<file path="src/rtl/alu_issue_ctrl.sv">
// Initiator side of the ALU interface: decodes one request, drives registered ALU operands,
// samples the ALU result after ALU_LAT cycles and returns it over a response handshake.
module alu_issue_ctrl #(
  parameter int unsigned ALU_LAT = 1
) (
  input  logic        clk,
  input  logic        rst,
  input  logic        req_valid,
  output logic        req_ready,
  input  logic [6:0]  req_opcode,
  input  logic [2:0]  req_funct3,
  input  logic        req_funct7_5,
  input  logic [31:0] req_rs1,
  input  logic [31:0] req_rs2,
  input  logic [31:0] req_imm,
  output logic [31:0] alu_in_1,
  output logic [31:0] alu_in_2,
  output logic [3:0]  alu_ctrl,
  input  logic [31:0] alu_out,
  input  logic        zero,
  output logic        rsp_valid,
  input  logic        rsp_ready,
  output logic [31:0] rsp_result,
  output logic        rsp_taken,
  output logic        rsp_illegal
);
  localparam logic [3:0] CTRL_AND  = 4'b0000;
  localparam logic [3:0] CTRL_OR   = 4'b0001;
  localparam logic [3:0] CTRL_ADD  = 4'b0010;
  localparam logic [3:0] CTRL_SUB  = 4'b0110;
  localparam logic [3:0] CTRL_IDLE = 4'b1111;
  localparam logic [3:0] CNT_INIT  = 4'(ALU_LAT - 1);

  typedef enum logic [1:0] {ST_IDLE = 2'd0, ST_EXEC = 2'd1, ST_RESP = 2'd2} state_t;

  state_t      state_r, state_nxt_s;
  logic [3:0]  cnt_r;
  logic [31:0] alu_in_1_r, alu_in_2_r, rsp_result_r;
  logic [3:0]  alu_ctrl_r;
  logic        rsp_taken_r, rsp_illegal_r;
  logic        is_slt_r, is_br_r, is_bne_r, rs1_sign_r, op2_sign_r;
  logic        dec_legal_s, dec_slt_s, dec_br_s, dec_bne_s;
  logic [3:0]  dec_ctrl_s;
  logic [31:0] dec_op2_s;
  logic        req_ready_s, rsp_valid_s, accept_s, slt_lt_s;

  // State register
  always_ff @(posedge clk) begin
    if (rst) begin
      state_r <= ST_IDLE;
    end else begin
      state_r <= state_nxt_s;
    end
  end

  // Next-state logic
  always_comb begin
    state_nxt_s = state_r;
    case (state_r)
      ST_IDLE: state_nxt_s = accept_s ? (dec_legal_s ? ST_EXEC : ST_RESP) : ST_IDLE;
      ST_EXEC: state_nxt_s = (cnt_r == 4'd0) ? ST_RESP : ST_EXEC;
      ST_RESP: state_nxt_s = rsp_ready ? ST_IDLE : ST_RESP;
      default: state_nxt_s = ST_IDLE;
    endcase
  end

  // Handshake outputs decoded from the state register
  always_comb begin
    req_ready_s = (state_r == ST_IDLE) && !rst;
    rsp_valid_s = (state_r == ST_RESP);
    accept_s    = req_valid && req_ready_s;
  end

  // Opcode/funct decode of the pending request
  always_comb begin
    dec_legal_s = 1'b0;
    dec_ctrl_s  = CTRL_IDLE;
    dec_op2_s   = req_rs2;
    dec_slt_s   = 1'b0;
    dec_br_s    = 1'b0;
    dec_bne_s   = 1'b0;
    case (req_opcode)
      7'b0110011, 7'b0010011: begin
        dec_op2_s = (req_opcode == 7'b0010011) ? req_imm : req_rs2;
        case (req_funct3)
          3'b000: begin
            dec_legal_s = 1'b1;
            dec_ctrl_s  = (req_opcode == 7'b0110011 && req_funct7_5) ? CTRL_SUB : CTRL_ADD;
          end
          3'b111: begin dec_legal_s = 1'b1; dec_ctrl_s = CTRL_AND; end
          3'b110: begin dec_legal_s = 1'b1; dec_ctrl_s = CTRL_OR;  end
          3'b010: begin dec_legal_s = 1'b1; dec_ctrl_s = CTRL_SUB; dec_slt_s = 1'b1; end
          default: dec_legal_s = 1'b0;
        endcase
      end
      7'b0000011, 7'b0100011: begin
        dec_legal_s = 1'b1;
        dec_ctrl_s  = CTRL_ADD;
        dec_op2_s   = req_imm;
      end
      7'b1100011: begin
        dec_ctrl_s  = CTRL_SUB;
        dec_br_s    = 1'b1;
        dec_bne_s   = (req_funct3 == 3'b001);
        dec_legal_s = (req_funct3 == 3'b000) || (req_funct3 == 3'b001);
      end
      default: dec_legal_s = 1'b0;
    endcase
  end

  // Signed less-than: differing signs decide directly, otherwise the difference sign is exact
  assign slt_lt_s = (rs1_sign_r ^ op2_sign_r) ? rs1_sign_r : alu_out[31];

  // Operand, control and response registers
  always_ff @(posedge clk) begin
    if (rst) begin
      alu_in_1_r    <= 32'd0;
      alu_in_2_r    <= 32'd0;
      alu_ctrl_r    <= CTRL_IDLE;
      cnt_r         <= 4'd0;
      rsp_result_r  <= 32'd0;
      rsp_taken_r   <= 1'b0;
      rsp_illegal_r <= 1'b0;
      is_slt_r      <= 1'b0;
      is_br_r       <= 1'b0;
      is_bne_r      <= 1'b0;
      rs1_sign_r    <= 1'b0;
      op2_sign_r    <= 1'b0;
    end else begin
      case (state_r)
        ST_IDLE: begin
          if (accept_s && dec_legal_s) begin
            alu_in_1_r <= req_rs1;
            alu_in_2_r <= dec_op2_s;
            alu_ctrl_r <= dec_ctrl_s;
            cnt_r      <= CNT_INIT;
            is_slt_r   <= dec_slt_s;
            is_br_r    <= dec_br_s;
            is_bne_r   <= dec_bne_s;
            rs1_sign_r <= req_rs1[31];
            op2_sign_r <= dec_op2_s[31];
          end else if (accept_s) begin
            rsp_result_r  <= 32'd0;
            rsp_taken_r   <= 1'b0;
            rsp_illegal_r <= 1'b1;
          end else begin
            cnt_r <= cnt_r;
          end
        end
        ST_EXEC: begin
          if (cnt_r != 4'd0) begin
            cnt_r <= cnt_r - 4'd1;
          end else begin
            rsp_result_r  <= is_slt_r ? {31'd0, slt_lt_s} : alu_out;
            rsp_taken_r   <= is_br_r & (zero ^ is_bne_r);
            rsp_illegal_r <= 1'b0;
            alu_ctrl_r    <= CTRL_IDLE;
            alu_in_1_r    <= 32'd0;
            alu_in_2_r    <= 32'd0;
          end
        end
        default: cnt_r <= cnt_r;
      endcase
    end
  end

  assign req_ready   = req_ready_s;
  assign rsp_valid   = rsp_valid_s;
  assign alu_in_1    = alu_in_1_r;
  assign alu_in_2    = alu_in_2_r;
  assign alu_ctrl    = alu_ctrl_r;
  assign rsp_result  = rsp_result_r;
  assign rsp_taken   = rsp_taken_r;
  assign rsp_illegal = rsp_illegal_r;
endmodule
</file>
<file path="config.mk">
export PLATFORM = sky130hd
export DESIGN_NAME = alu_issue_ctrl
export DESIGN_NICKNAME = d
export VERILOG_FILES = /design/src/rtl/alu_issue_ctrl.sv
export SDC_FILE = /design/constraint.sdc
export NUM_CORES = 1
export LEC_CHECK = 0
export CORE_MARGIN = 10
export CORE_UTILIZATION = 43
export CTS_BUF_LIST = sky130_fd_sc_hd__clkbuf_8
export CTS_CLUSTER_SIZE = 14
export DETAILED_ROUTE_END_ITERATION = 10
export PLACE_DENSITY = 0.87
export REMOVE_ABC_BUFFERS = 1
export SLEW_MARGIN = 20
export SYNTH_ARGS = -nofsm -noshare
export SYNTH_HDL_FRONTEND = slang
export SYNTH_SLANG_ARGS = --single-unit
</file>
<file path="constraint.sdc">
create_clock -name clk -period 5 [get_ports clk]
set_clock_uncertainty 0.15 [all_clocks]
set_input_delay 1.5 -clock clk [delete_from_list [all_inputs] [get_ports clk]]
set_output_delay 1.5 -clock clk [all_outputs]
set_load 0.005 [all_outputs]
</file>
# == Word level (Yosys, flattened, before mapping) ==
# Index checks and enable logic that the tools add are counted.
# classes
addsub,1
eq_ne,16
n_mux,41
bitwise_logic,3
reduce_logical,18
# op_table
operator,n
$mux 32,8
$pmux 32 s2,4
$mux 4,4
$pmux 4 s2,2
$pmux 4 s4,1
$eq 7x6->1 const B,2
$mux 1,12
$pmux 4 s3,1
$mux 2,4
$ne 2x2->1 const B,4
$eq 7x2->1 const B,1
$eq 7x5->1 const B,1
$eq 7x7->1 const B,1
$eq 3x3->1 const B,2
$pmux 2 s3,1
$reduce_and 3->1,2
$logic_and 1x1->1,4
$logic_not 4->1,1
$pmux 1 s2,2
$reduce_and 4->1,1
$reduce_bool 4->1,1
$reduce_or 2->1,2
$reduce_or 4->1,1
$sub 4x1->4 const B,1
other kinds (15),16
# totals
regBits,113
output_inout_bits,104

# == Longest topological paths before layout ==
# Gate-level depths: netlist of run 1.
# depth
depth_word,7
mapped_depth,8

# == Least setup slack after synthesis of run 1 ==
# No wires, ideal clock.
# synth_path
path_kind,input -> output
start,in rst
end,out req_ready
arrival_time_ns,2.157
t_required_ns,3.350
slack_ns,1.193
path_stages,3
cell_sequence,buf_1 -> clkbuf_1 -> nor3_1
# synth_via
elab_chain_cells,2
# synth_rtl
element,line_no,text
from (decl),7,"input logic rst,"
$logic_not 1->1,69,req_ready_s = (state_r == ST_IDLE) && !rst;
$logic_and 1x1->1,69,
to (decl),9,"output logic req_ready,"
# Every way passes these cells.

# == Worst setup path after layout of run 1 ==
# Ends and elaborated chain as after synthesis.

==> metrics.txt, run 1 <==
# TYPE chip_impl_metric gauge
chip_impl_metric{name="first_pass_iters",unit=""} 5
chip_impl_metric{name="design.core.area",unit="um^2"} 10300
chip_impl_metric{name="yosys.cell_types.count",unit=""} 49
chip_impl_metric{name="drt_iter0_drc",unit=""} 230
chip_impl_metric{name="netlist_area",unit="um^2"} 4520
chip_impl_metric{name="report.final.hold_viol_count",unit=""} 0
chip_impl_metric{name="io_pins",unit=""} 248
chip_impl_metric{name="synth_enable_flop_cells",unit=""} 0
chip_impl_metric{name="max_cap_check_violation_count",unit=""} 0
chip_impl_metric{name="sum_neg_setup_slack",unit="ns"} 0
chip_impl_info{name="netlist.top_cell.by_area",value="sky130_fd_sc_hd__dfxtp_1"} 1
chip_impl_metric{name="cts.hold.buffers_added",unit=""} 0
chip_impl_metric{name="wl_per_cell",unit="um"} 20.2
chip_impl_metric{name="post_synthesis_cell_count",unit=""} 433
chip_impl_metric{name="gpl.final_weighted_congestion",unit=""} 0.864
chip_impl_metric{name="synth-warning-count",unit=""} 0
chip_impl_metric{name="cts_repair_resize_count",unit=""} 0
chip_impl_metric{name="h-tree-depth",unit=""} 4
chip_impl_metric{name="clkSinkCount",unit=""} 113
chip_impl_metric{name="ir_drop",unit="mV"} 0.164
chip_impl_metric{name="areal_power_density_over_the_cells",unit="nW/um^2"} 270
chip_impl_metric{name="drtAntennaViolNets",unit=""} 0
chip_impl_metric{name="area_growth_syn_to_layout",unit="%"} 65.6
chip_impl_info{name="path_class",value="in2out"} 1
chip_impl_metric{name="power.switching_fraction",unit=""} 0.216
chip_impl_metric{name="path_clk_slew",unit="ns"} 0.06
chip_impl_metric{name="routed_wl",unit="mm"} 16.6
chip_impl_info{name="worstHoldPathType",value="reg2reg"} 1
chip_impl_info{name="setup_repair_after_global_routing_missed_its_margin",value="false"} 1
chip_impl_metric{name="finish.net_count",unit=""} 820
chip_impl_metric{name="grt_pass1_vias",unit=""} 4649
chip_impl_metric{name="drc",unit=""} 0
chip_impl_metric{name="number_of_antenna_violations_at_the_first_check_in_global_routing",unit=""} 0
chip_impl_metric{name="grt_start_max_net_pins",unit=""} 37
chip_impl_metric{name="via_per_inst",unit=""} 5.29
chip_impl_info{name="critical_path.reg2reg.startpoint",value="cnt_r[1]"} 1
chip_impl_metric{name="crit_path_setup_slack_layout",unit="ns"} 0.643
chip_impl_info{name="cp-startpoint",value="rst"} 1
chip_impl_metric{name="final-seq-area",unit="um^2"} 2260
chip_impl_metric{name="clk_latency",unit="ns"} 0.41
chip_impl_metric{name="chipWidth",unit="um"} 123
chip_impl_metric{name="drive_gt1_frac",unit=""} 0.0669
chip_impl_metric{name="fp.dieArea",unit="um^2"} 15000
chip_impl_metric{name="synth.yosys.seq_area_share",unit=""} 0.501
chip_impl_metric{name="placedCellCount",unit=""} 792
chip_impl_info{name="start_kind",value="primary input"} 1
chip_impl_metric{name="postSynthAreaPerCell",unit="um^2"} 10.4
chip_impl_info{name="root_buf_cell",value="sky130_fd_sc_hd__clkbuf_8"} 1
chip_impl_info{name="worstHoldStart",value="rsp_result[31]"} 1
chip_impl_metric{name="r2r_slack",unit="ns"} 2.28
chip_impl_metric{name="slew-limit-headroom",unit=""} 0.337
chip_impl_metric{name="initial_util",unit=""} 0.440
chip_impl_metric{name="cts_post_setup_buffers_inserted",unit=""} 0
chip_impl_metric{name="ys_seq_elements",unit=""} 113
chip_impl_metric{name="hpwl",unit="mm"} 12.6
chip_impl_metric{name="finalNonFillerCells",unit=""} 825
chip_impl_metric{name="internal-power",unit="mW"} 1.58
chip_impl_metric{name="multiInputGateArea",unit="um^2"} 2070
chip_impl_metric{name="rows",unit=""} 37
chip_impl_metric{name="netSwitchingPower",unit="mW"} 0.437
chip_impl_metric{name="synth_top_cell_area_share",unit=""} 0.501
chip_impl_info{name="result_of_the_run",value="finished clean"} 1
chip_impl_info{name="synth_commonest_cells",value="113 x sky130_fd_sc_hd__dfxtp_1, 72 x sky130_fd_sc_hd__nand2_1, 66 x sky130_fd_sc_hd__mux2i_1"} 1
chip_impl_metric{name="grt_overflow",unit=""} 0
chip_impl_info{name="tritoncts",value="built"} 1
chip_impl_metric{name="io_buffer_count",unit=""} 247
chip_impl_metric{name="pwr-share-clk",unit=""} 0.447
chip_impl_metric{name="cts-root-to-sink-buffers",unit=""} 2
chip_impl_metric{name="layout.filler_cells",unit=""} 718
chip_impl_info{name="postSynth.topFlopCell",value="sky130_fd_sc_hd__dfxtp_1"} 1
chip_impl_metric{name="static-leakage-power",unit="nW"} 3.04
chip_impl_metric{name="critPathArrivalTime",unit="ns"} 2.71
chip_impl_metric{name="async_reset_ff_frac",unit=""} 0
chip_impl_metric{name="crit_required",unit="ns"} 3.35
chip_impl_metric{name="setup_violations",unit=""} 0
chip_impl_metric{name="cts_buffers",unit=""} 17
chip_impl_metric{name="grt_pass1_wl",unit="mm"} 25.2
chip_impl_metric{name="min_period",unit="ns"} 4.36
chip_impl_metric{name="power_frac_comb",unit=""} 0.102
chip_impl_metric{name="dpl_ws",unit="ns"} 0.631
chip_impl_metric{name="route.vias.total",unit=""} 4363
chip_impl_info{name="yosysMostFrequentCell",value="sky130_fd_sc_hd__dfxtp_1"} 1
chip_impl_metric{name="finalCritPeriodShare",unit=""} 0.871
chip_impl_info{name="ys_top_cells_by_area",value="sky130_fd_sc_hd__dfxtp_1 50%, sky130_fd_sc_hd__mux2i_1 15%, sky130_fd_sc_hd__o2bb2ai_1 6.2%"} 1
chip_impl_metric{name="f_max",unit="MHz"} 230
chip_impl_metric{name="power.share.sequential",unit=""} 0.451
chip_impl_metric{name="measured_slew_at_the_worst_slew_check_pin",unit="ns"} 0.990
chip_impl_metric{name="crit_path_max_fanout",unit=""} 2
chip_impl_metric{name="overall_global_routing_resource_usage",unit=""} 0.216
chip_impl_metric{name="final-max-slew-violation-count",unit=""} 0
chip_impl_info{name="worst_setup_path_end_kind",value="output port"} 1
chip_impl_metric{name="die_height",unit="um"} 123
-- layer usage --
layer  GRT usage  up-vias  routed length [um]
met5           0        -                   0
met4      0.0641        0                 224
met2       0.364      238                8040
met3       0.129       19                2390
li1            -     2067                   -
met1       0.222     2039                5970
-- final timing paths --
kind,endpoint,cells past startpoint
worst max-delay path,req_ready,3
worst min-delay path,rsp_result[31],2
worst max register to register,alu_in_2[16],7
worst min register to register,rsp_result[31],2
-- worst max-delay path, stage by stage --
cell	delay [ns]
sky130_fd_sc_hd__clkdlybuf4s50_1	0.43
sky130_fd_sc_hd__nor3_1	0.22
sky130_fd_sc_hd__clkdlybuf4s50_1	0.55
-- cell usage in the layout, fill, tap and decap left out, drive strengths merged, types with 6 or more instances in the layout --
cell,count
a21oi,12
a22o,31
buf,8
clkbuf,21
clkdlybuf4s50,247
dfxtp,113
inv,8
mux2i,66
nand2,72
nand3,9
nor2,6
nor3,8
o21ai,8
o2bb2ai,32
-- stage by stage --
step	power [mW]	hold slack, ns	instance area [um^2]	util
after floorplan	0.985	0.293	4330	-
after global placement	1.13	0.289	7050	0.686
after detailed placement	1.13	0.297	7050	0.686
after CTS	2.04	0.314	7480	0.728
after global routing	2.09	0.327	7480	0.728
final	2.02	0.312	7480	0.728
-- registers in the layout, indices dropped and copies added (netlist names) --
| name | flops |
|---|---|
| rs1_sign_r | 1 |
| rsp_taken | 1 |
| is_bne_r | 1 |
| alu_in_2 | 32 |
| cnt_r | 4 |
| rsp_illegal | 1 |
| rsp_result | 32 |
| op2_sign_r | 1 |
| state_r | 2 |
| alu_in_1 | 32 |
| alu_ctrl | 4 |
| is_br_r | 1 |
| is_slt_r | 1 |
-- cell type report --
type | instances | area share
multi-input combinational | 283 | 0.276
sequential | 113 | 0.302
inverter | 5 | 0.00251
antenna | 1 | 0.000335
clock buffer | 21 | 0.0386
clock inverter | 11 | 0.0184
timing repair buffer | 255 | 0.339
tap | 136 | 0.0227
-- power groups by stage --
stage	logic, mW	clock network (mW)	registers (mW)
after floorplan	0.0563	0	0.929
after global placement	0.200	0	0.929
after detailed placement	0.205	0	0.929
after CTS	0.206	0.921	0.909
after global routing	0.219	0.959	0.910
final	0.206	0.902	0.910
-- kinds of logic (layout without fill, tap and decap cells) --
| kind of cell | count (synthesis) | count (layout) | synth area share |
|---|---|---|---|
| and+or+nand+nor | 112 | 112 | 0.117 |
| AOI/OAI and AO/OA | 100 | 100 | 0.181 |
| other | 0 | 1 | 0 |
| adders and majority gates | 1 | 1 | 0.00277 |
| DFF | 113 | 113 | 0.501 |
| buffers and inverters | 37 | 292 | 0.0449 |
| xor gates and xnor gates | 4 | 4 | 0.00776 |
| muxes | 66 | 66 | 0.146 |
Power figures use the tool's default switching activity.
==> run 2: changes to the inputs <==
GPL_ROUTABILITY_DRIVEN = 0   (was not set)
PLACE_DENSITY = 0.95   (was 0.87)
==> metrics.txt, run 2 (synthesis gave the netlist of run 1 again) <==
# TYPE chip_impl_metric gauge
chip_impl_metric{name="sum_neg_setup_slack",unit="ns"} 0
chip_impl_info{name="cp-startpoint",value="rst"} 1
chip_impl_metric{name="hpwl",unit="mm"} 12.1
chip_impl_metric{name="fin_worst_hold_slack",unit="ns"} 0.307
chip_impl_metric{name="cts.hold.buffers_added",unit=""} 0
chip_impl_metric{name="overall_global_routing_resource_usage",unit=""} 0.208
chip_impl_info{name="worst_setup_path_end_kind",value="output port"} 1
chip_impl_info{name="root_buf_cell",value="sky130_fd_sc_hd__clkbuf_8"} 1
chip_impl_metric{name="cp_slowest_stage_delay",unit="ns"} 0.55
chip_impl_metric{name="grt_start_max_net_pins",unit=""} 63
chip_impl_metric{name="slew-limit-headroom",unit=""} 0.341
chip_impl_metric{name="path_clk_slew",unit="ns"} 0.06
chip_impl_metric{name="measured_slew_at_the_worst_slew_check_pin",unit="ns"} 0.985
chip_impl_metric{name="route.vias.total",unit=""} 4353
chip_impl_metric{name="clk_latency",unit="ns"} 0.41
chip_impl_metric{name="io_pins",unit=""} 248
chip_impl_metric{name="cts-root-to-sink-buffers",unit=""} 2
chip_impl_metric{name="final-max-slew-violation-count",unit=""} 0
chip_impl_metric{name="finalNonFillerCells",unit=""} 820
chip_impl_info{name="highest_count_cells_in_the_layout_ignoring_fill_and_taps",value="247 x sky130_fd_sc_hd__clkdlybuf4s50_1, 113 x sky130_fd_sc_hd__dfxtp_1, 71 x sky130_fd_sc_hd__nand2_1"} 1
chip_impl_info{name="crit_path_cell_trace",value="clkdlybuf4s50_1, nor3_1, clkdlybuf4s50_1"} 1
chip_impl_info{name="layout.cells.most_common",value="sky130_fd_sc_hd__clkdlybuf4s50_1"} 1
chip_impl_metric{name="setup_violations",unit=""} 0
chip_impl_metric{name="chipWidth",unit="um"} 123
chip_impl_metric{name="first_pass_iters",unit=""} 4
chip_impl_metric{name="drc",unit=""} 0
chip_impl_metric{name="routed_wl",unit="mm"} 16.1
chip_impl_metric{name="min_period",unit="ns"} 4.31
chip_impl_info{name="result_of_the_run",value="finished clean"} 1
chip_impl_metric{name="final-seq-area",unit="um^2"} 2260
chip_impl_metric{name="static-leakage-power",unit="nW"} 3.01
chip_impl_metric{name="finish.instance_area",unit="um^2"} 7420
chip_impl_metric{name="grt_pass1_vias",unit=""} 4695
chip_impl_metric{name="critPathArrivalTime",unit="ns"} 2.66
chip_impl_info{name="timing.critical_path.slowest_stage_cell",value="sky130_fd_sc_hd__clkdlybuf4s50_1"} 1
chip_impl_info{name="critical_path.reg2reg.startpoint",value="state_r[1]"} 1
chip_impl_metric{name="area_growth_syn_to_layout",unit="%"} 64.2
chip_impl_metric{name="drt_iter0_drc",unit=""} 214
chip_impl_metric{name="r2r_slack",unit="ns"} 2.51
chip_impl_metric{name="crit_path_setup_slack_layout",unit="ns"} 0.686
chip_impl_info{name="worstHoldStart",value="rsp_result[22]"} 1
chip_impl_metric{name="cts_post_setup_buffers_inserted",unit=""} 0
chip_impl_metric{name="drive_gt1_frac",unit=""} 0.0643
chip_impl_info{name="path_class",value="in2out"} 1
chip_impl_metric{name="crit_required",unit="ns"} 3.35
chip_impl_info{name="tritoncts",value="built"} 1
chip_impl_metric{name="number_of_antenna_violations_at_the_first_check_in_global_routing",unit=""} 0
chip_impl_metric{name="max_cap_check_violation_count",unit=""} 0
chip_impl_metric{name="ir_drop",unit="mV"} 0.159
chip_impl_metric{name="f_max",unit="MHz"} 232
chip_impl_metric{name="antenna_cells_inserted",unit=""} 0
chip_impl_metric{name="report.final.hold_viol_count",unit=""} 0
chip_impl_metric{name="wl_per_cell",unit="um"} 19.7
chip_impl_metric{name="drtAntennaViolNets",unit=""} 0
chip_impl_metric{name="initial_util",unit=""} 0.440
chip_impl_metric{name="via_per_inst",unit=""} 5.31
chip_impl_metric{name="h-tree-depth",unit=""} 4
chip_impl_metric{name="fp.dieArea",unit="um^2"} 15000
chip_impl_metric{name="die_height",unit="um"} 123
chip_impl_metric{name="cts_repair_resize_count",unit=""} 0
chip_impl_metric{name="rows",unit=""} 37
chip_impl_metric{name="placedCellCount",unit=""} 791
chip_impl_info{name="start_kind",value="primary input"} 1
chip_impl_metric{name="dpl-instance-area",unit="um^2"} 7040
chip_impl_metric{name="io_buffer_count",unit=""} 247
chip_impl_metric{name="grt_pass1_wl",unit="mm"} 24.9
chip_impl_metric{name="cts_buffers",unit=""} 17
chip_impl_info{name="worst_setup_path_endpoint",value="req_ready"} 1
chip_impl_info{name="worstHoldPathType",value="reg2reg"} 1
chip_impl_metric{name="dpl_ws",unit="ns"} 0.682
chip_impl_metric{name="grt_overflow",unit=""} 0
chip_impl_metric{name="ff2ff_path_depth",unit=""} 5
chip_impl_info{name="worst_r2r_endpoint",value="rsp_result[18]"} 1
chip_impl_metric{name="multiInputGateArea",unit="um^2"} 2070
chip_impl_info{name="setup_repair_after_global_routing_missed_its_margin",value="false"} 1
chip_impl_metric{name="layout.filler_cells",unit=""} 735
chip_impl_metric{name="crit_path_max_fanout",unit=""} 2
chip_impl_metric{name="design.core.area",unit="um^2"} 10300
chip_impl_info{name="cp_common_cell",value="sky130_fd_sc_hd__clkdlybuf4s50_1"} 1
chip_impl_metric{name="finish.net_count",unit=""} 819
chip_impl_metric{name="areal_power_density_over_the_cells",unit="nW/um^2"} 259
chip_impl_metric{name="finalCritPeriodShare",unit=""} 0.863
chip_impl_metric{name="clkSinkCount",unit=""} 113
[run 2: through the flow]
step / utilization / power [mW]
after floorplan: - / 0.985
after global placement: 0.685 / 1.13
after detailed placement: 0.685 / 1.13
after CTS: 0.722 / 1.94
after global routing: 0.722 / 1.99
final: 0.722 / 1.92
[run 2: per-layer routing]
| metal | track usage | routed length (um) |
|---|---|---|
| met1 | 0.221 | 5980 |
| met3 | 0.114 | 2080 |
| met5 | 0 | 0 |
| met2 | 0.355 | 7920 |
| met4 | 0.0501 | 150 |
[run 2: area by class of cell]
class	count	area share
Multi-Input combinational cell	283	0.279
Inverter	5	0.00253
Tap cell	136	0.0229
Clock buffer	23	0.0427
Timing Repair Buffer	254	0.340
Sequential cell	113	0.305
Clock inverter	6	0.00759
[run 2: report_power, final]
| group | switching [mW] | internal [mW] |
|---|---|---|
| sequential | 0.00439 | 0.905 |
| clock | 0.348 | 0.460 |
| combinational | 0.0695 | 0.135 |
[run 2: worst min path at each step]
| stage | depth (start not counted) | endpoint |
|---|---|---|
| 5_1_grt | 2 | rsp_result[13] |
| 2_1_floorplan | 2 | rsp_taken |
| 3_3_place_gp | 1 | alu_ctrl[3] |
| 6_report | 2 | rsp_result[22] |
| 4_1_cts | 2 | rsp_result[22] |
| 3_5_place_dp | 1 | alu_in_2[16] |
[run 2: critical path, delay by kind of cell]
family                 cells  cell delay, ns
and+or+nand+nor            1            0.19
buffers and inverters      2            0.98
==> run 3: changes to the inputs <==
CORE_MARGIN = 2   (was 10)
PLACE_DENSITY = 0.88   (was 0.95)
==> metrics.txt, run 3 (synthesis gave the netlist of run 1 again) <==
# TYPE chip_impl_metric gauge
chip_impl_metric{name="via_per_inst",unit=""} 5.30
chip_impl_metric{name="crit_required",unit="ns"} 3.35
chip_impl_metric{name="finish.net_count",unit=""} 819
chip_impl_metric{name="fin_worst_hold_slack",unit="ns"} 0.307
chip_impl_metric{name="cts.hold.buffers_added",unit=""} 0
chip_impl_metric{name="measured_slew_at_the_worst_slew_check_pin",unit="ns"} 0.967
chip_impl_metric{name="finalCritPeriodShare",unit=""} 0.875
chip_impl_info{name="hold_end",value="rsp_result[16]"} 1
chip_impl_metric{name="r2r_slack",unit="ns"} 2.54
chip_impl_metric{name="number_of_antenna_violations_at_the_first_check_in_global_routing",unit=""} 0
chip_impl_info{name="critical-path-top-delay-family",value="buffers and inverters"} 1
chip_impl_info{name="worst_r2r_endpoint",value="rsp_result[15]"} 1
chip_impl_metric{name="ir_drop",unit="mV"} 0.170
chip_impl_info{name="start_kind",value="primary input"} 1
chip_impl_metric{name="setup_violations",unit=""} 0
chip_impl_metric{name="final-max-slew-violation-count",unit=""} 0
chip_impl_metric{name="grt_overflow",unit=""} 0
chip_impl_info{name="path_class",value="in2out"} 1
chip_impl_metric{name="area_growth_syn_to_layout",unit="%"} 65.6
chip_impl_metric{name="route.vias.total",unit=""} 4348
chip_impl_info{name="worstHoldPathType",value="reg2reg"} 1
chip_impl_metric{name="grt_start_max_net_pins",unit=""} 63
chip_impl_metric{name="io_buffer_count",unit=""} 247
chip_impl_metric{name="worstPathBufferInverterCount",unit=""} 2
chip_impl_metric{name="static-leakage-power",unit="nW"} 3.03
chip_impl_metric{name="min_period",unit="ns"} 4.37
chip_impl_metric{name="fp.dieArea",unit="um^2"} 11300
chip_impl_metric{name="antenna_cells_inserted",unit=""} 0
chip_impl_info{name="root_buf_cell",value="sky130_fd_sc_hd__clkbuf_8"} 1
chip_impl_metric{name="rows",unit=""} 37
chip_impl_metric{name="grt_pass1_wl",unit="mm"} 22.3
chip_impl_info{name="timing.critical_path.slowest_stage_cell",value="sky130_fd_sc_hd__clkdlybuf4s50_1"} 1
chip_impl_metric{name="h-tree-depth",unit=""} 4
chip_impl_info{name="crit_path_cell_trace",value="clkdlybuf4s50_1, nor3_1, clkdlybuf4s50_1"} 1
chip_impl_metric{name="wl_per_cell",unit="um"} 17.4
chip_impl_metric{name="drive_gt1_frac",unit=""} 0.0657
chip_impl_info{name="worstHoldStart",value="rsp_result[16]"} 1
chip_impl_metric{name="slew-limit-headroom",unit=""} 0.353
chip_impl_metric{name="chipWidth",unit="um"} 107
chip_impl_metric{name="crit_path_max_fanout",unit=""} 2
chip_impl_info{name="result_of_the_run",value="finished clean"} 1
chip_impl_metric{name="design.core.area",unit="um^2"} 10300
chip_impl_metric{name="report.final.hold_viol_count",unit=""} 0
chip_impl_info{name="critical_path.reg2reg.startpoint",value="state_r[1]"} 1
chip_impl_info{name="cp_common_cell",value="sky130_fd_sc_hd__clkdlybuf4s50_1"} 1
chip_impl_metric{name="cts_repair_resize_count",unit=""} 0
chip_impl_metric{name="max_cap_check_violation_count",unit=""} 0
chip_impl_metric{name="io_pins",unit=""} 248
chip_impl_metric{name="clk_latency",unit="ns"} 0.42
chip_impl_metric{name="worst_hold_path.num_cells",unit=""} 2
chip_impl_metric{name="cts-root-to-sink-buffers",unit=""} 2
chip_impl_info{name="setup_repair_after_global_routing_missed_its_margin",value="false"} 1
chip_impl_metric{name="drt_iter0_drc",unit=""} 167
chip_impl_metric{name="initial_util",unit=""} 0.440
chip_impl_metric{name="sum_neg_setup_slack",unit="ns"} 0
chip_impl_metric{name="die_height",unit="um"} 107
chip_impl_metric{name="first_pass_iters",unit=""} 4
chip_impl_metric{name="routed_wl",unit="mm"} 14.3
chip_impl_info{name="highest_count_cells_in_the_layout_ignoring_fill_and_taps",value="247 x sky130_fd_sc_hd__clkdlybuf4s50_1, 113 x sky130_fd_sc_hd__dfxtp_1, 71 x sky130_fd_sc_hd__nand2_1"} 1
chip_impl_metric{name="overall_global_routing_resource_usage",unit=""} 0.254
chip_impl_metric{name="path_clk_slew",unit="ns"} 0.07
chip_impl_metric{name="grt_pass1_vias",unit=""} 4369
chip_impl_metric{name="drc",unit=""} 0
chip_impl_metric{name="cts_post_setup_buffers_inserted",unit=""} 0
chip_impl_metric{name="areal_power_density_over_the_cells",unit="nW/um^2"} 279
chip_impl_metric{name="cts_buffers",unit=""} 17
chip_impl_metric{name="finalNonFillerCells",unit=""} 821
chip_impl_metric{name="ff2ff_path_depth",unit=""} 5
chip_impl_info{name="layout.cells.most_common",value="sky130_fd_sc_hd__clkdlybuf4s50_1"} 1
chip_impl_metric{name="layout.filler_cells",unit=""} 732
chip_impl_info{name="worst_setup_path_end_kind",value="output port"} 1
chip_impl_metric{name="f_max",unit="MHz"} 229
chip_impl_metric{name="placedCellCount",unit=""} 791
chip_impl_metric{name="cp_slowest_stage_delay",unit="ns"} 0.55
chip_impl_metric{name="clkSinkCount",unit=""} 113
chip_impl_metric{name="finalPower",unit="mW"} 2.09
chip_impl_metric{name="cp_num_cells",unit=""} 3
chip_impl_metric{name="drtAntennaViolNets",unit=""} 0
chip_impl_metric{name="hpwl",unit="mm"} 10.3
chip_impl_metric{name="critPathArrivalTime",unit="ns"} 2.72
chip_impl_info{name="tritoncts",value="built"} 1
## run 3: cell count changes in the layout (fill, tap and decap cells not counted), sizes merged
cell,before,now
clkbuf,23,18
bufinv,1,5
clkinvlp,1,3
## run 3: final cells by class
type	count	area, um^2	area share
Multi-Input combinational cell	283	2070	0.276
Tap cell	136	170	0.0227
Clock buffer	18	248	0.0331
Inverter	5	18.8	0.00251
Clock inverter	12	191	0.0256
Sequential cell	113	2260	0.302
Timing Repair Buffer	254	2520	0.337
## run 3: how the worst max path moves through the flow
stage	start	endpoint	slack (ns)
2_1_floorplan	req_opcode[0]	alu_in_2[0]	0.92
5_1_grt	rst	req_ready	0.57
3_5_place_dp	rst	req_ready	0.63
4_1_cts	rst	req_ready	0.63
3_3_place_gp	rst	req_ready	0.72
6_report	rst	req_ready	0.63
## run 3: routing by layer
layer	vias up	global-route usage	wire length, um
li1	2068	-	-
met2	210	0.442	7130
met5	-	0	0
met4	0	0.0974	331
met3	25	0.109	1380
met1	2045	0.272	5490
## run 3: worst min-delay path: stages, from the launching register on
cell,delay (ns)
sky130_fd_sc_hd__dfxtp_1,0.31
sky130_fd_sc_hd__nand2_1,0.05
sky130_fd_sc_hd__mux2i_1,0.05
## run 3: where the power goes
| part | total (mW) | internal (mW) | switching, mW |
|---|---|---|---|
| clock network | 0.971 | 0.596 | 0.375 |
| logic | 0.204 | 0.135 | 0.0698 |
| registers | 0.909 | 0.905 | 0.00417 |
## run 3: per-stage QoR
stage / worst slack (ns) / utilization / cell area [um^2]
floorplan: 0.923 / - / 4330
global placement: 0.717 / 0.685 / 7040
detailed placement: 0.630 / 0.685 / 7040
CTS: 0.628 / 0.728 / 7480
global route: 0.570 / 0.728 / 7480
finish: 0.627 / 0.728 / 7480
